## src/rtl/ysyx_25020037_lsu_pkg.sv

```systemverilog
// Shared definitions for the load/store stage:
// FSM states, access size codes and fault causes.
package ysyx_25020037_lsu_pkg;

    typedef enum logic [1:0] {
        ST_IDLE = 2'd0,
        ST_REQ  = 2'd1,
        ST_WAIT = 2'd2
    } lsu_state_e;

    localparam logic [1:0] SZ_B   = 2'd0;
    localparam logic [1:0] SZ_H   = 2'd1;
    localparam logic [1:0] SZ_W   = 2'd2;
    localparam logic [1:0] SZ_RSV = 2'd3;

    localparam logic [1:0] ERR_NONE     = 2'd0;
    localparam logic [1:0] ERR_MISALIGN = 2'd1;
    localparam logic [1:0] ERR_ACCESS   = 2'd2;

    // Reserved size is treated as a misaligned access.
    function automatic logic misaligned(
        input logic [1:0] size,
        input logic [1:0] off
    );
        logic m;
        m = 1'b0;
        case (size)
            SZ_B:    m = 1'b0;
            SZ_H:    m = off[0];
            SZ_W:    m = |off;
            default: m = 1'b1;
        endcase
        return m;
    endfunction

endpackage

```

## src/rtl/ysyx_25020037_lsu_align.sv

```systemverilog
// Store byte-lane/strobe generation and load
// lane extraction with sign/zero extension.
module ysyx_25020037_lsu_align
    import ysyx_25020037_lsu_pkg::*;
(
    input  logic [1:0]  st_size,
    input  logic [1:0]  st_off,
    input  logic [31:0] st_data,
    output logic [31:0] st_wdata,
    output logic [3:0]  st_wstrb,
    input  logic [1:0]  ld_size,
    input  logic [1:0]  ld_off,
    input  logic        ld_unsigned,
    input  logic [31:0] rdata,
    output logic [31:0] ld_data
);

    logic [31:0] rsh;

    always_comb begin
        st_wdata = '0;
        st_wstrb = '0;
        case (st_size)
            SZ_B: begin
                st_wdata = {4{st_data[7:0]}};
                st_wstrb = 4'b0001 << st_off;
            end
            SZ_H: begin
                st_wdata = {2{st_data[15:0]}};
                st_wstrb = 4'b0011 << st_off;
            end
            SZ_W: begin
                st_wdata = st_data;
                st_wstrb = 4'b1111;
            end
            default: begin
                st_wdata = '0;
                st_wstrb = '0;
            end
        endcase
    end

    assign rsh = rdata >> {ld_off, 3'b000};

    always_comb begin
        ld_data = '0;
        case (ld_size)
            SZ_B: ld_data = ld_unsigned ? {24'b0, rsh[7:0]}
                                        : {{24{rsh[7]}}, rsh[7:0]};
            SZ_H: ld_data = ld_unsigned ? {16'b0, rsh[15:0]}
                                        : {{16{rsh[15]}}, rsh[15:0]};
            SZ_W: ld_data = rdata;
            default: ld_data = '0;
        endcase
    end

endmodule

```

## src/rtl/ysyx_25020037_lsu.sv

```systemverilog
// Load/store stage: one memory request per op,
// result handed to writeback over a valid/ready pair.
module ysyx_25020037_lsu
    import ysyx_25020037_lsu_pkg::*;
#(
    parameter int PASS_W = 64,
    parameter int ADDR_W = 32,
    parameter int DATA_W = 32
) (
    input  logic              clk,
    input  logic              rst,
    input  logic              exu_valid,
    output logic              lsu_ready,
    input  logic              ld_en,
    input  logic              st_en,
    input  logic [1:0]        mem_size,
    input  logic              ld_unsigned,
    input  logic [ADDR_W-1:0] addr,
    input  logic [DATA_W-1:0] st_data,
    input  logic [PASS_W-1:0] pass_in,
    output logic              lsu_valid,
    input  logic              wbu_ready,
    output logic [DATA_W-1:0] wb_data,
    output logic [PASS_W-1:0] pass_out,
    output logic              lsu_err,
    output logic              mem_req,
    output logic              mem_we,
    output logic [ADDR_W-1:0] mem_addr,
    output logic [DATA_W-1:0] mem_wdata,
    output logic [3:0]        mem_wstrb,
    input  logic              mem_gnt,
    input  logic              mem_rvalid,
    input  logic [DATA_W-1:0] mem_rdata,
    input  logic              mem_err
);

    lsu_state_e state, state_nxt;

    logic              accept;
    logic              is_mem;
    logic              mis;
    logic              issue;
    logic              resp;
    logic [1:0]        cause;
    logic [1:0]        size_q;
    logic [1:0]        off_q;
    logic              ld_q;
    logic              uns_q;
    logic [PASS_W-1:0] pass_q;
    logic [31:0]       st_wdata;
    logic [3:0]        st_wstrb;
    logic [31:0]       ld_data;

    ysyx_25020037_lsu_align u_align (
        .st_size    (mem_size),
        .st_off     (addr[1:0]),
        .st_data    (st_data),
        .st_wdata   (st_wdata),
        .st_wstrb   (st_wstrb),
        .ld_size    (size_q),
        .ld_off     (off_q),
        .ld_unsigned(uns_q),
        .rdata      (mem_rdata),
        .ld_data    (ld_data)
    );

    always_ff @(posedge clk) begin
        if (rst) state <= ST_IDLE;
        else     state <= state_nxt;
    end

    always_comb begin
        state_nxt = state;
        case (state)
            ST_IDLE: if (issue)      state_nxt = ST_REQ;
            ST_REQ:  if (mem_gnt)    state_nxt = ST_WAIT;
            ST_WAIT: if (mem_rvalid) state_nxt = ST_IDLE;
            default:                 state_nxt = ST_IDLE;
        endcase
    end

    always_comb begin
        lsu_ready = (state == ST_IDLE) && (!lsu_valid || wbu_ready);
        accept    = exu_valid && lsu_ready;
        is_mem    = ld_en || st_en;
        mis       = is_mem && misaligned(mem_size, addr[1:0]);
        issue     = accept && is_mem && !mis;
        resp      = (state == ST_WAIT) && mem_rvalid;
        cause     = ERR_NONE;
        if (accept && mis)      cause = ERR_MISALIGN;
        else if (resp && mem_err) cause = ERR_ACCESS;
    end

    // Request side: fields are frozen from issue until grant.
    always_ff @(posedge clk) begin
        if (rst) begin
            mem_req   <= 1'b0;
            mem_we    <= 1'b0;
            mem_addr  <= '0;
            mem_wdata <= '0;
            mem_wstrb <= '0;
        end else if (issue) begin
            mem_req   <= 1'b1;
            mem_we    <= st_en;
            mem_addr  <= {addr[ADDR_W-1:2], 2'b00};
            mem_wdata <= st_en ? st_wdata : '0;
            mem_wstrb <= st_en ? st_wstrb : 4'b0000;
        end else if (state == ST_REQ && mem_gnt) begin
            mem_req   <= 1'b0;
        end
    end

    always_ff @(posedge clk) begin
        if (rst) begin
            size_q <= '0;
            off_q  <= '0;
            ld_q   <= 1'b0;
            uns_q  <= 1'b0;
            pass_q <= '0;
        end else if (accept) begin
            size_q <= mem_size;
            off_q  <= addr[1:0];
            ld_q   <= ld_en;
            uns_q  <= ld_unsigned;
            pass_q <= pass_in;
        end
    end

    // Result side: a new result wins over clearing after handshake.
    always_ff @(posedge clk) begin
        if (rst) begin
            lsu_valid <= 1'b0;
            lsu_err   <= 1'b0;
            wb_data   <= '0;
            pass_out  <= '0;
        end else if (accept && !issue) begin
            lsu_valid <= 1'b1;
            lsu_err   <= (cause != ERR_NONE);
            wb_data   <= is_mem ? '0 : addr;
            pass_out  <= pass_in;
        end else if (resp) begin
            lsu_valid <= 1'b1;
            lsu_err   <= (cause != ERR_NONE);
            wb_data   <= (ld_q && !mem_err) ? ld_data : '0;
            pass_out  <= pass_q;
        end else if (lsu_valid && wbu_ready) begin
            lsu_valid <= 1'b0;
            lsu_err   <= 1'b0;
            wb_data   <= '0;
            pass_out  <= '0;
        end
    end

endmodule

```

## config.mk

```make
export PLATFORM = sky130hd
export DESIGN_NAME = ysyx_25020037_lsu
export DESIGN_NICKNAME = d
export VERILOG_FILES = /design/src/rtl/ysyx_25020037_lsu_pkg.sv /design/src/rtl/ysyx_25020037_lsu_align.sv /design/src/rtl/ysyx_25020037_lsu.sv
export SDC_FILE = /design/constraint.sdc
export NUM_CORES = 1
export LEC_CHECK = 0
export CAP_MARGIN = 20
export CORE_ASPECT_RATIO = 2
export CORE_MARGIN = 2
export CORE_UTILIZATION = 44
export DETAILED_ROUTE_END_ITERATION = 10
export MAX_ROUTING_LAYER = met4
export PLACE_DENSITY = 0.78
export SETUP_SLACK_MARGIN = 0.02
export SLEW_MARGIN = 5
export SYNTH_ARGS = -nofsm -noshare
export SYNTH_HDL_FRONTEND = slang
export SYNTH_HIERARCHICAL = 1
export SYNTH_SLANG_ARGS = --single-unit
```

## constraint.sdc

```tcl
create_clock -name clk -period 1.7 [get_ports clk]
set_input_delay 0.17 -clock clk [delete_from_list [all_inputs] [get_ports clk]]
set_output_delay 0.17 -clock clk [all_outputs]
set_load 0.005 [all_outputs]
```

Word-level counts from Yosys, hierarchy flattened --
Cells that the tools add are included.
Cells by class: equality and inequality tests 9, reduce and logical (&&, ||, !) cells 26, mux-type cells 29, shift-type cells 3
Operator list (number):
- 32-bit two-way mux | 8
- 64-bit two-way mux | 3
- 32-bit case mux with 3 select lines | 2
- 32-bit by 5-bit >> shifter with 16-bit output | 1
- 1-bit logical AND | 12
- 4-bit case mux with 3 select lines | 1
- 2-bit two-way mux | 5
- 1-bit two-way mux | 7
- 2-bit by 1-bit == test with 1-bit output, second input constant | 3
- 2-bit == test, second input constant | 3
- 2-bit zero test | 3
- 2-bit != test, second input constant | 3
- 2-bit case mux with 3 select lines | 1
- 1-bit zero test | 4
- 4-bit two-way mux | 1
- 2-bit nonzero test | 2
- 1-bit by 2-bit << shifter with 4-bit output, first input constant | 1
- 2-bit by 2-bit << shifter with 4-bit output, first input constant | 1
- 1-bit case mux with 3 select lines | 1
- 3-bit AND reduction | 1
- 3-bit nonzero test | 1
- 1-bit logical OR | 2
- 2-bit OR reduction | 1
Word-level totals: word-level logic and storage cells 82, output and inout bits 169, input bits 172, bits in registers 238

Logic depth before layout (Yosys ltp) --
Gate-level depths: netlist (run 1).
depth in word-level cells 9, mapped depth 8, depth with buffers taken out 5

Hierarchy --
The synthesis (run 1) kept the hierarchy.
By module, submodules not included:
- ysyx_25020037_lsu | instances 1, area each 10426.2 um2, cells each 1128, sequential area each 4764.6 um2
- ysyx_25020037_lsu_align | instances 1, area each 1385.1 um2, cells each 213, sequential area each 0.0 um2

Worst setup path before layout (run 1) --
OpenSTA, ideal clock, no wires.
kind register to register, from register off_q[1], to register wb_data[21], data required time 1548 ps, clock period less this slack 1627 ps, setup time 152 ps, arrival 1476 ps, cell stages (with the launch flop) 8, setup slack 73 ps, path buffers 2, path through dfxtp_1 buf_6 mux2_4 o221ai_4 buf_12 o21ai_2 a22oi_2 a221oi_2
Between the ends: cells in the longest elaborated chain, start to end 6, elaborated cells between the ends (all ways) 7, those cells by class shift: 1; mux: 6
RTL lines:
- from (decl) | RTL line ysyx_25020037_lsu.sv:46 | logic [1:0] off_q;
- from (signal assigned) | RTL line ysyx_25020037_lsu.sv:122 | off_q <= addr[1:0];
- 32-bit by 5-bit >> shifter with 16-bit output * | RTL line ysyx_25020037_lsu_align.sv:43 | assign rsh = rdata >> {ld_off, 3'b000};
- 32-bit two-way mux (on tied branches) | RTL line ysyx_25020037_lsu_align.sv:50, ysyx_25020037_lsu_align.sv:48
- 32-bit case mux with 3 select lines * | RTL line ysyx_25020037_lsu_align.sv:47 | case (ld_size)
- net ld_data[21] | RTL line ysyx_25020037_lsu.sv:52 | logic [31:0] ld_data;
- 32-bit two-way mux * | RTL line ysyx_25020037_lsu.sv:144 | wb_data <= (ld_q && !mem_err) ? ld_data : '0;
- 32-bit two-way mux * | RTL line ysyx_25020037_lsu.sv:141 | end else if (resp) begin
- 32-bit two-way mux * | RTL line ysyx_25020037_lsu.sv:136 | end else if (accept && !issue) begin
- to (signal assigned) | RTL line ysyx_25020037_lsu.sv:139 | wb_data <= is_mem ? '0 : addr;
- to (signal assigned) | RTL line ysyx_25020037_lsu.sv:144
- to (decl) | RTL line ysyx_25020037_lsu.sv:23 | output logic [DATA_W-1:0] wb_data,
Mark *: on every way through the listed nets, which the timed path passes. The rest lies on a longest branch. A chain may end at the register's enable or synchronous reset.

Final worst setup path (run 1) --
from register off_q[1], to register wb_data[7]
The elaborated chain is that of the path after synthesis.

==> results.ini, run 1 <==
[outcome]
status = finished, violations left
violations = negative setup slack

[placed_design]
io_buffers = 338
hpwl_um = 30300
place_area_mm2 = 0.0164
place.gp.congestion = 0.971
dp_slack_ns = -0.517

[synth]
synth_area_per_cell_um2 = 8.81
syn-cell-area_mm2 = 0.0118
yosysWarnings = 6
synth.area.top_cells = dfxtp_1 (40%), a21oi_1 (6.7%), nand2_1 (5.6%), a32oi_1 (4.8%), a2111oi_0 (4.7%)
ys_seq_area_share_pct = 40.3
synth_edf_count = 0
synthTopCellsByCount = dfxtp_1 (238), nand2_1 (177), a21oi_1 (158)
synthArstFlopShare_pct = 0
ys_ff_latch = 238
synthCells = 1341
yosysTopAreaCell = dfxtp_1
yosysUniqueCellTypes = 57
yosysMostFrequentCell = dfxtp_1
synth_ff_type = dfxtp_1
synth_top_area_share_pct = 40.3

[clock_network]
cts_max_level = 1
cts_tree = done
clk_pin_slew_ns = 0.06
insertion_delay_ns = 0.53
cts_sinks = 238
cts_hold_buffers = 0
cts_made_buffers = 23
root_buffer = clkbuf_16
cts.path.max_buffers = 3

[timing]
drv_slew = 0
setup_tns_ns = -1.19
rsz0062_at_grt = true
period_minus_slack_ns = 1.83
fin_crit_sh_pct = 107
worst_slack_ns = -0.126
hold_viol_final = 0
whs_ns = 0.0461
setup_viol = 25
fin_skew_ns = 0.0287
fmax_ghz = 0.548

[cells_and_area]
final_util_pct = 69.0
area_delta_synth_final_pct = 54.0
drive_above_1_share_pct = 24.6
nFillCells = 2020
nNetsFinal = 1889
finish.instance_area_mm2 = 0.0182

[detailed_routing]
vias_per_cell = 6.11
wl_met3_um = 2390
drc = 0
wl_met1_um = 16200
via_count = 12700
wl_met2_um = 23300
routedWlPerCell_um = 22.0
wirelength_um = 45700
ant_nets = 0
drt_iter0_drc = 920
dr.pass1.iters = 10
topRoutingLayerUsed = met4

[floorplan]
core_area_mm2 = 0.0264
die_area_mm2 = 0.0283
start_util_pct = 44.8
io_pins = 341
die_x_um = 120
die_h_um = 236
num_rows = 84

[critical_path]
crit_path_end_kind = register
cp_max_fo = 5
critPathRequiredTime_ns = 2.11
cp_data_arrival_time_ns = 2.23
startpoint_type = register
crit_type = register to register

[global_route]
grt_max_degree = 76
grt_pass1_wl_um = 67300
antenna_found_initial = 2
overflow = 0
grt_usage_pct = 30.3
grt_pass1_vias = 12500

[pwr]
p_leak_nw = 6.39
ir_drop_v = 0.00104
power.share.clock_pct = 34.0
combPwrFrac_pct = 28.0
p_switching_w = 0.00484
intPower_w = 0.0118
powerDensity_mw_per_mm2 = 916
pwr-share-seq_pct = 38.0
switching_share_pct = 29.0

[flow_run]
drv_cap = 0

[worst_hold_path]
worstHoldPathType = input pin to register

-- placed cells by master (no fill, tap or decap), types with 6 or more instances in the layout --
cell             count
mux2_4               6
buf_4              123
nor3_1              34
a21oi_1            158
a211oi_2            25
a211oi_1            46
nand2_1            177
o21ai_2             10
o31ai_2              6
clkbuf_16           30
mux2i_1             11
nand4_1             36
a21o_1              16
nor2_1              18
buf_6               20
dfxtp_1            233
o21ai_1             27
a2111oi_0           18
nand3_1             31
a22oi_2             43
a32oi_1             65
a221oi_2            32
inv_1                8
clkdlybuf4s50_1    334
a2111oi_1           17
buf_12              34
a2111oi_2           28
o21ai_0             51
o21ai_4              6
-- critical path, cell delays in order (launching register included) --
cell and delay, ns:
dfxtp_4 0.40, buf_6 0.12, mux2_4 0.34, buf_4 0.15
mux2i_1 0.19, o21ai_1 0.09, buf_4 0.16, a22oi_2 0.18
a221oi_2 0.09
-- kinds of logic (layout without fill, tap and decap cells) --
logic type	after synthesis	after routing	synth area share (%)
other	1	4	0.0317
AOI/OAI and AO/OA	563	564	36.6
muxes	21	21	1.95
buffers and inverters	187	576	8.14
xor gates and xnor gates	1	1	0.0742
DFF	238	238	40.3
and+or+nand+nor	330	331	12.9
-- flip-flops by register name, summed over array words and instances (netlist names) --
| register | cells |
|---|---|
| lsu_valid | 1 |
| mem_req | 1 |
| mem_wstrb | 4 |
| state | 2 |
| pass_q | 64 |
| off_q | 2 |
| mem_we | 1 |
| mem_addr | 30 |
| mem_wdata | 32 |
| ld_q | 1 |
| wb_data | 32 |
| size_q | 2 |
| lsu_err | 1 |
| uns_q | 1 |
| pass_out | 64 |
-- path summary, 6_finish.rpt --
kind | start | to | cells past startpoint | slack [ns]
setup reg to reg | off_q[1] | wb_data[7] | 8 | -0.13
setup / recovery | off_q[1] | wb_data[7] | 8 | -0.13
hold / removal | mem_size[0] | size_q[0] | 3 | 0.05
hold reg to reg | pass_q[19] | pass_q[19] | 2 | 0.46
-- per-layer routing --
metal  track usage, %  vias up
li1                 -     5859
met1             32.0     6072
met2             52.0      589
met3             3.34      192
met4             21.5        0
met5                -        -
-- what timing repair did --
item | in CTS | in global routing
setup buffers | 10 | 11
endpoints found under the setup margin | 37 | 83
gates resized for setup | 51 | 129
pin swaps | 24 | 36
cloned | 3 | 8
-- metrics by stage --
stage	cells	total power, W
2_1_floorplan	1342	0.00833
3_3_place_gp	2012	0.0104
3_5_place_dp	2012	0.0105
4_1_cts	2063	0.0163
5_1_grt	2079	0.0172
6_report	2079	0.0167
-- final cells by class --
class / count / area, um^2 / share of cell area, %
multi-input cells: 919 / 6630 / 36.4
repair buffers: 526 / 5490 / 30.2
flip-flops and latches: 238 / 4780 / 26.2
clock buffers: 29 / 628 / 3.45
well taps: 344 / 430 / 2.37
clock inverters: 12 / 196 / 1.08
inverters: 9 / 37.5 / 0.206
diodes: 2 / 5.00 / 0.0275
-- power by group through the flow --
stage          clock network [W]  registers [W]  logic, W
6_report                 0.00566        0.00634   0.00467
5_1_grt                  0.00590        0.00637   0.00494
4_1_cts                  0.00573        0.00630   0.00428
3_5_place_dp                   0        0.00642   0.00409
3_3_place_gp                   0        0.00641   0.00401
2_1_floorplan                  0        0.00637   0.00196
No activity file was read; power rests on OpenSTA's default activity.
==> run 2: changes to the inputs <==
--- a/config.mk
+++ b/config.mk
@@ -7,8 +7,8 @@
 export LEC_CHECK = 0
 export CAP_MARGIN = 20
 export CORE_ASPECT_RATIO = 2
-export CORE_MARGIN = 2
 export CORE_UTILIZATION = 44
+export CTS_CLUSTER_DIAMETER = 50
 export DETAILED_ROUTE_END_ITERATION = 10
 export MAX_ROUTING_LAYER = met4
 export PLACE_DENSITY = 0.78
==> run 2 against run 1 <==
Against the previous run: the run still ends with negative setup slack left; via count rose by 1.5%; first-iteration DRC count increased by 8.0%; die area fell by 2.5%; count of clock-buffer cells in the layout up 3; cell count unchanged; clock power fell by 11%; global-route usage is 0.79 points higher.
==> results.ini, run 2 (same netlist as run 1, synthesis figures left out) <==
[pwr]
pwr-share-seq_pct = 38.7  ; was 38.0%
power.share.clock_pct = 30.7  ; was 34.0%
p_switching_w = 0.00489  ; was 0.00484 W
powerDensity_mw_per_mm2 = 880  ; was 916 mW/mm^2
ir_drop_v = 0.000897  ; was 0.00104 V
p_leak_nw = 6.53  ; was 6.39 nW
switching_share_pct = 29.7  ; was 29.0%
combPwrFrac_pct = 30.6  ; was 28.0%
intPower_w = 0.0116  ; was 0.0118 W

[timing]
rsz0062_at_grt = true  ; unchanged
fin_skew_ns = 0.0139  ; was 0.0287 ns
worst_pin_slew_ns = 0.483
fin_crit_sh_pct = 106  ; was 107%
drv_slew = 0  ; unchanged
setup_viol = 26  ; was 25
whs_ns = 0.116  ; was 0.0461 ns
hold_viol_final = 0  ; unchanged
fmax_ghz = 0.553  ; was 0.548 GHz
setup_tns_ns = -1.67  ; was -1.19 ns
slew_headroom_pct = 67.0
worst_slack_ns = -0.108  ; was -0.126 ns
period_minus_slack_ns = 1.81  ; was 1.83 ns

[critical_path]
startpoint_type = register  ; unchanged
slowest_stage = a2111oi_2  ; was dfxtp_4
max_stage_delay_ns = 0.46  ; was 0.40 ns
cp_max_fo = 7  ; was 5
r2r-start = state[1]  ; was off_q[1]
r2r_slack_ns = -0.11  ; was -0.13 ns
critPathRequiredTime_ns = 2.08  ; was 2.11 ns
cp_data_arrival_time_ns = 2.19  ; was 2.23 ns
crit_type = register to register  ; unchanged
r2r_end = pass_out[49]  ; was wb_data[7]
worst_r2r_path_depth = 7  ; was 8
cp_cell_sequence = nor2_1 -> buf_4 -> and3_4 -> buf_12 -> clkbuf_16 -> a2111oi_2 -> a211oi_2  ; was buf_6 -> mux2_4 -> buf_4 -> mux2i_1 -> o21ai_1 -> buf_4 -> a22oi_2 -> a221oi_2
crit_path_end_kind = register  ; unchanged

[detailed_routing]
ant_nets = 0  ; unchanged
drt_iter0_drc = 994  ; was 920
dr.pass1.iters = 5  ; was 10
via_count = 12900  ; was 12700
routedWlPerCell_um = 22.7  ; was 22.0 um
drc = 0  ; unchanged
vias_per_cell = 6.21  ; was 6.11
wirelength_um = 47100  ; was 45700 um

[floorplan]
num_rows = 84  ; unchanged
die_h_um = 234  ; was 236 um
die_area_mm2 = 0.0275  ; was 0.0283 mm^2
die_x_um = 118  ; was 120 um
io_pins = 341  ; unchanged
start_util_pct = 44.8  ; unchanged
core_area_mm2 = 0.0264  ; unchanged

[cells_and_area]
layout_common_cells = clkdlybuf4s50_1 (334), dfxtp_1 (229), nand2_1 (177), a21oi_1 (156), buf_4 (108)  ; was clkdlybuf4s50_1 (334), dfxtp_1 (233), nand2_1 (177), a21oi_1 (158), buf_4 (123)
diodes = 0  ; was 2
final_common_cell = clkdlybuf4s50_1  ; unchanged
final_util_pct = 70.9  ; was 69.0%
area_delta_synth_final_pct = 58.3  ; was 54.0%
nFillCells = 1903  ; was 2020
nNetsFinal = 1895  ; was 1889
top_regs = pass_out x64, pass_q x64  ; unchanged
drive_above_1_share_pct = 26.7  ; was 24.6%

[clock_network]
clk_pin_slew_ns = 0.06  ; about the same
root_buffer = clkbuf_16  ; unchanged
cts.path.max_buffers = 3  ; unchanged
cts_sinks = 238  ; unchanged
cts_max_level = 1  ; unchanged
insertion_delay_ns = 0.53  ; about the same
cts_made_buffers = 23  ; unchanged
cts_hold_buffers = 0  ; unchanged
cts_tree = done  ; unchanged

[global_route]
grt_usage_pct = 31.1  ; was 30.3%
grt_max_degree = 69  ; was 76
grt_pass1_wl_um = 66300  ; was 67300 um
grt_pass1_vias = 12300  ; was 12500
overflow = 0  ; unchanged
antenna_found_initial = 0  ; was 2

[outcome]
violations = negative setup slack  ; unchanged
status = finished, violations left  ; unchanged

[worst_hold_path]
whs_path_depth = 2  ; was 3
hold_path_end = pass_out[61]  ; was size_q[0]
worstHoldPathType = input pin to register  ; unchanged
hp-start = rst  ; was mem_size[0]

[flow_run]
drv_cap = 0  ; unchanged

[placed_design]
place.gp.congestion = 0.985  ; was 0.971
hpwl_um = 29700  ; was 30300 um
io_buffers = 338  ; unchanged

## run 2: worst max path at each step
stage	end	start	depth (start not counted)
floorplan	wb_data[21]	off_q[1]	7
global placement	pass_out[37]	addr[0]	7
detailed placement	pass_out[46]	addr[0]	6
CTS	wb_data[5]	off_q[1]	8
global route	wb_data[23]	off_q[1]	7
finish	pass_out[49]	state[1]	7
## run 2: critical path, delay by kind of cell (launching register included)
kind,cells,cell delay [ns]
flops,1,0.34
simple gates,2,0.28
compound gates,2,0.58
buf+inv,3,0.46
## run 2: layout make-up
type	count	area [um^2]	share of cell area, %
clock buffer	32	629	3.37
clock inverter	5	78.8	0.421
timing repair buffer	532	5810	31.1
multi-input combinational	919	6940	37.1
sequential	238	4780	25.5
tap	344	430	2.30
inverter	9	33.8	0.181
## run 2: metal layers
metal / routed length, um / global-route usage [%]
met1: 16600 / 32.9
met2: 24000 / 53.1
met3: 2700 / 3.88
met4: 3830 / 23.1
met5: 0 / -
## run 2: through the flow
stage	instances	instance area, um^2	setup WS [ns]	power, W
final	2079	18700	-0.108	0.0165
after global placement	1999	16300	-0.398	0.0104
after CTS	2049	17400	-0.0911	0.0157
after global routing	2079	18700	-0.156	0.0170
after floorplan	1342	11800	0.0726	0.00833
after detailed placement	1999	16300	-0.484	0.0105
## run 2: timing repair
action | in CTS | in global routing
gates resized for setup | 85 | 176
setup buffers | 9 | 14
cloned | 6 | 20
endpoints found under the setup margin | 91 | 131
pin swaps | 49 | 84
## run 2: power groups by stage
stage          registers (W)  clock network (W)  logic, W
6_report             0.00637            0.00504   0.00504
3_3_place_gp         0.00641                  0   0.00398
2_1_floorplan        0.00637                  0   0.00196
3_5_place_dp         0.00642                  0   0.00405
4_1_cts              0.00631            0.00512   0.00428
5_1_grt              0.00640            0.00532   0.00532
==> run 3: changes to the inputs <==
--- a/config.mk
+++ b/config.mk
@@ -7,11 +7,11 @@
 export LEC_CHECK = 0
 export CAP_MARGIN = 20
 export CORE_ASPECT_RATIO = 2
-export CORE_UTILIZATION = 44
+export CORE_UTILIZATION = 48
 export CTS_CLUSTER_DIAMETER = 50
 export DETAILED_ROUTE_END_ITERATION = 10
 export MAX_ROUTING_LAYER = met4
-export PLACE_DENSITY = 0.78
+export PLACE_DENSITY = 0.81
 export SETUP_SLACK_MARGIN = 0.02
 export SLEW_MARGIN = 5
 export SYNTH_ARGS = -nofsm -noshare
==> constraint.sdc (replaced) <==
create_clock -name clk -period 1.8 [get_ports clk]
set_input_delay 0.18 -clock clk [delete_from_list [all_inputs] [get_ports clk]]
set_output_delay 0.18 -clock clk [all_outputs]
set_load 0.005 [all_outputs]
==> run 3 against run 2 <==
Against the previous run: global-route usage is 2.2 points higher; fmax grew 0.11%; sequential share of layout area up 2.2 points; first-iteration DRC count rose by 3.3%; the run still ends with negative setup slack left.
==> results.ini, run 3 (same netlist as run 1, synthesis figures left out) <==
[outcome]
status = finished, violations left  ; unchanged
violations = negative setup slack  ; unchanged

[floorplan]
num_rows = 80  ; was 84
core_area_mm2 = 0.0240  ; was 0.0264 mm^2
die_area_mm2 = 0.0253  ; was 0.0275 mm^2
io_pins = 341  ; unchanged
die_x_um = 113  ; was 118 um
start_util_pct = 49.2  ; was 44.8%
die_h_um = 224  ; was 234 um

[detailed_routing]
via_count = 12600  ; was 12900
drc = 0  ; unchanged
dr.pass1.iters = 5  ; unchanged
wirelength_um = 42700  ; was 47100 um
drt_iter0_drc = 1027  ; was 994
vias_per_cell = 6.38  ; was 6.21
routedWlPerCell_um = 21.5  ; was 22.7 um
ant_nets = 0  ; unchanged

[cells_and_area]
area_delta_synth_final_pct = 45.9  ; was 58.3%
finish.instance_area_mm2 = 0.0172  ; was 0.0187 mm^2
nNetsFinal = 1854  ; was 1895
layout_common_cells = clkdlybuf4s50_1 (334), dfxtp_1 (235), nand2_1 (177), a21oi_1 (158), buf_4 (113)  ; was clkdlybuf4s50_1 (334), dfxtp_1 (229), nand2_1 (177), a21oi_1 (156), buf_4 (108)
final_common_cell = clkdlybuf4s50_1  ; unchanged
top_regs = pass_out x64, pass_q x64  ; unchanged
drive_above_1_share_pct = 19.5  ; was 26.7%

[clock_network]
cts.path.max_buffers = 3  ; unchanged
root_buffer = clkbuf_16  ; unchanged
clk_pin_slew_ns = 0.07  ; was 0.06 ns
cts_max_level = 1  ; unchanged
cts_sinks = 238  ; unchanged
insertion_delay_ns = 0.52  ; was 0.53 ns
cts_made_buffers = 22  ; was 23
cts_tree = done  ; unchanged

[global_route]
grt_pass1_wl_um = 64800  ; was 66300 um
antenna_found_initial = 1  ; was 0
grt_pass1_vias = 12400  ; was 12300
overflow = 0  ; unchanged
grt_max_degree = 84  ; was 69
grt_usage_pct = 33.3  ; was 31.1%

[critical_path]
crit_type = register to register  ; unchanged
startpoint_type = register  ; unchanged
cp_max_fo = 17  ; was 7
critPathRequiredTime_ns = 2.18  ; was 2.08 ns
cp_data_arrival_time_ns = 2.19  ; about the same
crit_path_end_kind = register  ; unchanged

[timing]
rsz0062_at_grt = true  ; unchanged
worst_slack_ns = -0.00647  ; was -0.108 ns
fin_crit_sh_pct = 100  ; was 106%
worst_pin_slew_ns = 0.552  ; was 0.483 ns
fmax_ghz = 0.554  ; was 0.553 GHz
drv_slew = 0  ; unchanged
setup_tns_ns = -0.00647  ; was -1.67 ns
fin_skew_ns = 0.00903  ; was 0.0139 ns
setup_viol = 1  ; was 26
whs_ns = 0.114  ; was 0.116 ns
hold_viol_final = 0  ; unchanged
period_minus_slack_ns = 1.81  ; about the same
slew_headroom_pct = 62.3  ; was 67.0%

[pwr]
powerDensity_mw_per_mm2 = 868  ; was 880 mW/mm^2
p_leak_nw = 6.02  ; was 6.53 nW
ir_drop_v = 0.000764  ; was 0.000897 V

[placed_design]
place.gp.congestion = 0.952  ; was 0.985
io_buffers = 338  ; unchanged
hpwl_um = 29900  ; was 29700 um
place_area_mm2 = 0.0162  ; was 0.0163 mm^2

[flow_run]
drv_cap = 0  ; unchanged

[worst_hold_path]
worstHoldPathType = input pin to register  ; unchanged

## run 3: worst max-delay path, cell delays in order, from the launching register on
cell and delay [ns]:
dfxtp_2 0.34, buf_4 0.14, and3b_4 0.21, buf_12 0.16
buf_4 0.20, a2111oi_0 0.51, a211oi_1 0.10
## run 3: final timing paths
check / depth (start not counted) / slack, ns / from / to
max: 6 / -0.006 / state[1] / pass_out[62]
min: 2 / 0.11 / rst / pass_q[27]
max reg2reg: 6 / -0.006 / state[1] / pass_out[62]
min reg2reg: 2 / 0.45 / pass_q[54] / pass_q[54]
## run 3: area by class of cell
class / count / area, um^2
Timing Repair Buffer: 494 / 5060
Sequential cell: 238 / 4770
Antenna cell: 1 / 2.50
Fill cell: 1762 / 6790
Clock inverter: 7 / 116
Clock buffer: 29 / 628
Inverter: 9 / 33.8
Tap cell: 287 / 359
Multi-Input combinational cell: 917 / 6250
## run 3: stage by stage
stage / util (%) / total power, W / worst slack (ns) / instances
5_1_grt: 71.7 / 0.0155 / -0.0431 / 1982
4_1_cts: 70.7 / 0.0149 / 0.0224 / 1976
3_5_place_dp: 67.4 / 0.00993 / -0.496 / 1937
2_1_floorplan: - / 0.00787 / 0.173 / 1342
3_3_place_gp: 67.4 / 0.00984 / -0.445 / 1937
6_report: 71.7 / 0.0149 / -0.00647 / 1982
## run 3: per-layer routing
layer | track usage, % | share of wire, %
met5 | - | 0
met4 | 25.4 | 8.8
met3 | 4.55 | 5.9
met2 | 57.5 | 51
met1 | 33.8 | 34
## run 3: power breakdown
group	total [W]	switching [W]	internal [W]
registers	0.00594	0.000257	0.00569
clock network	0.00495	0.00207	0.00288
logic	0.00406	0.00198	0.00208
total	0.0149	0.00431	0.0106
## run 3: repair_timing
item | 4_1_cts | 5_1_grt
cloned | 0 | 1
pin swaps | 5 | 13
setup buffers | 3 | 5
hold buffers | 0 | 0
setup endpoints to repair | 42 | 57
resized for setup | 10 | 50
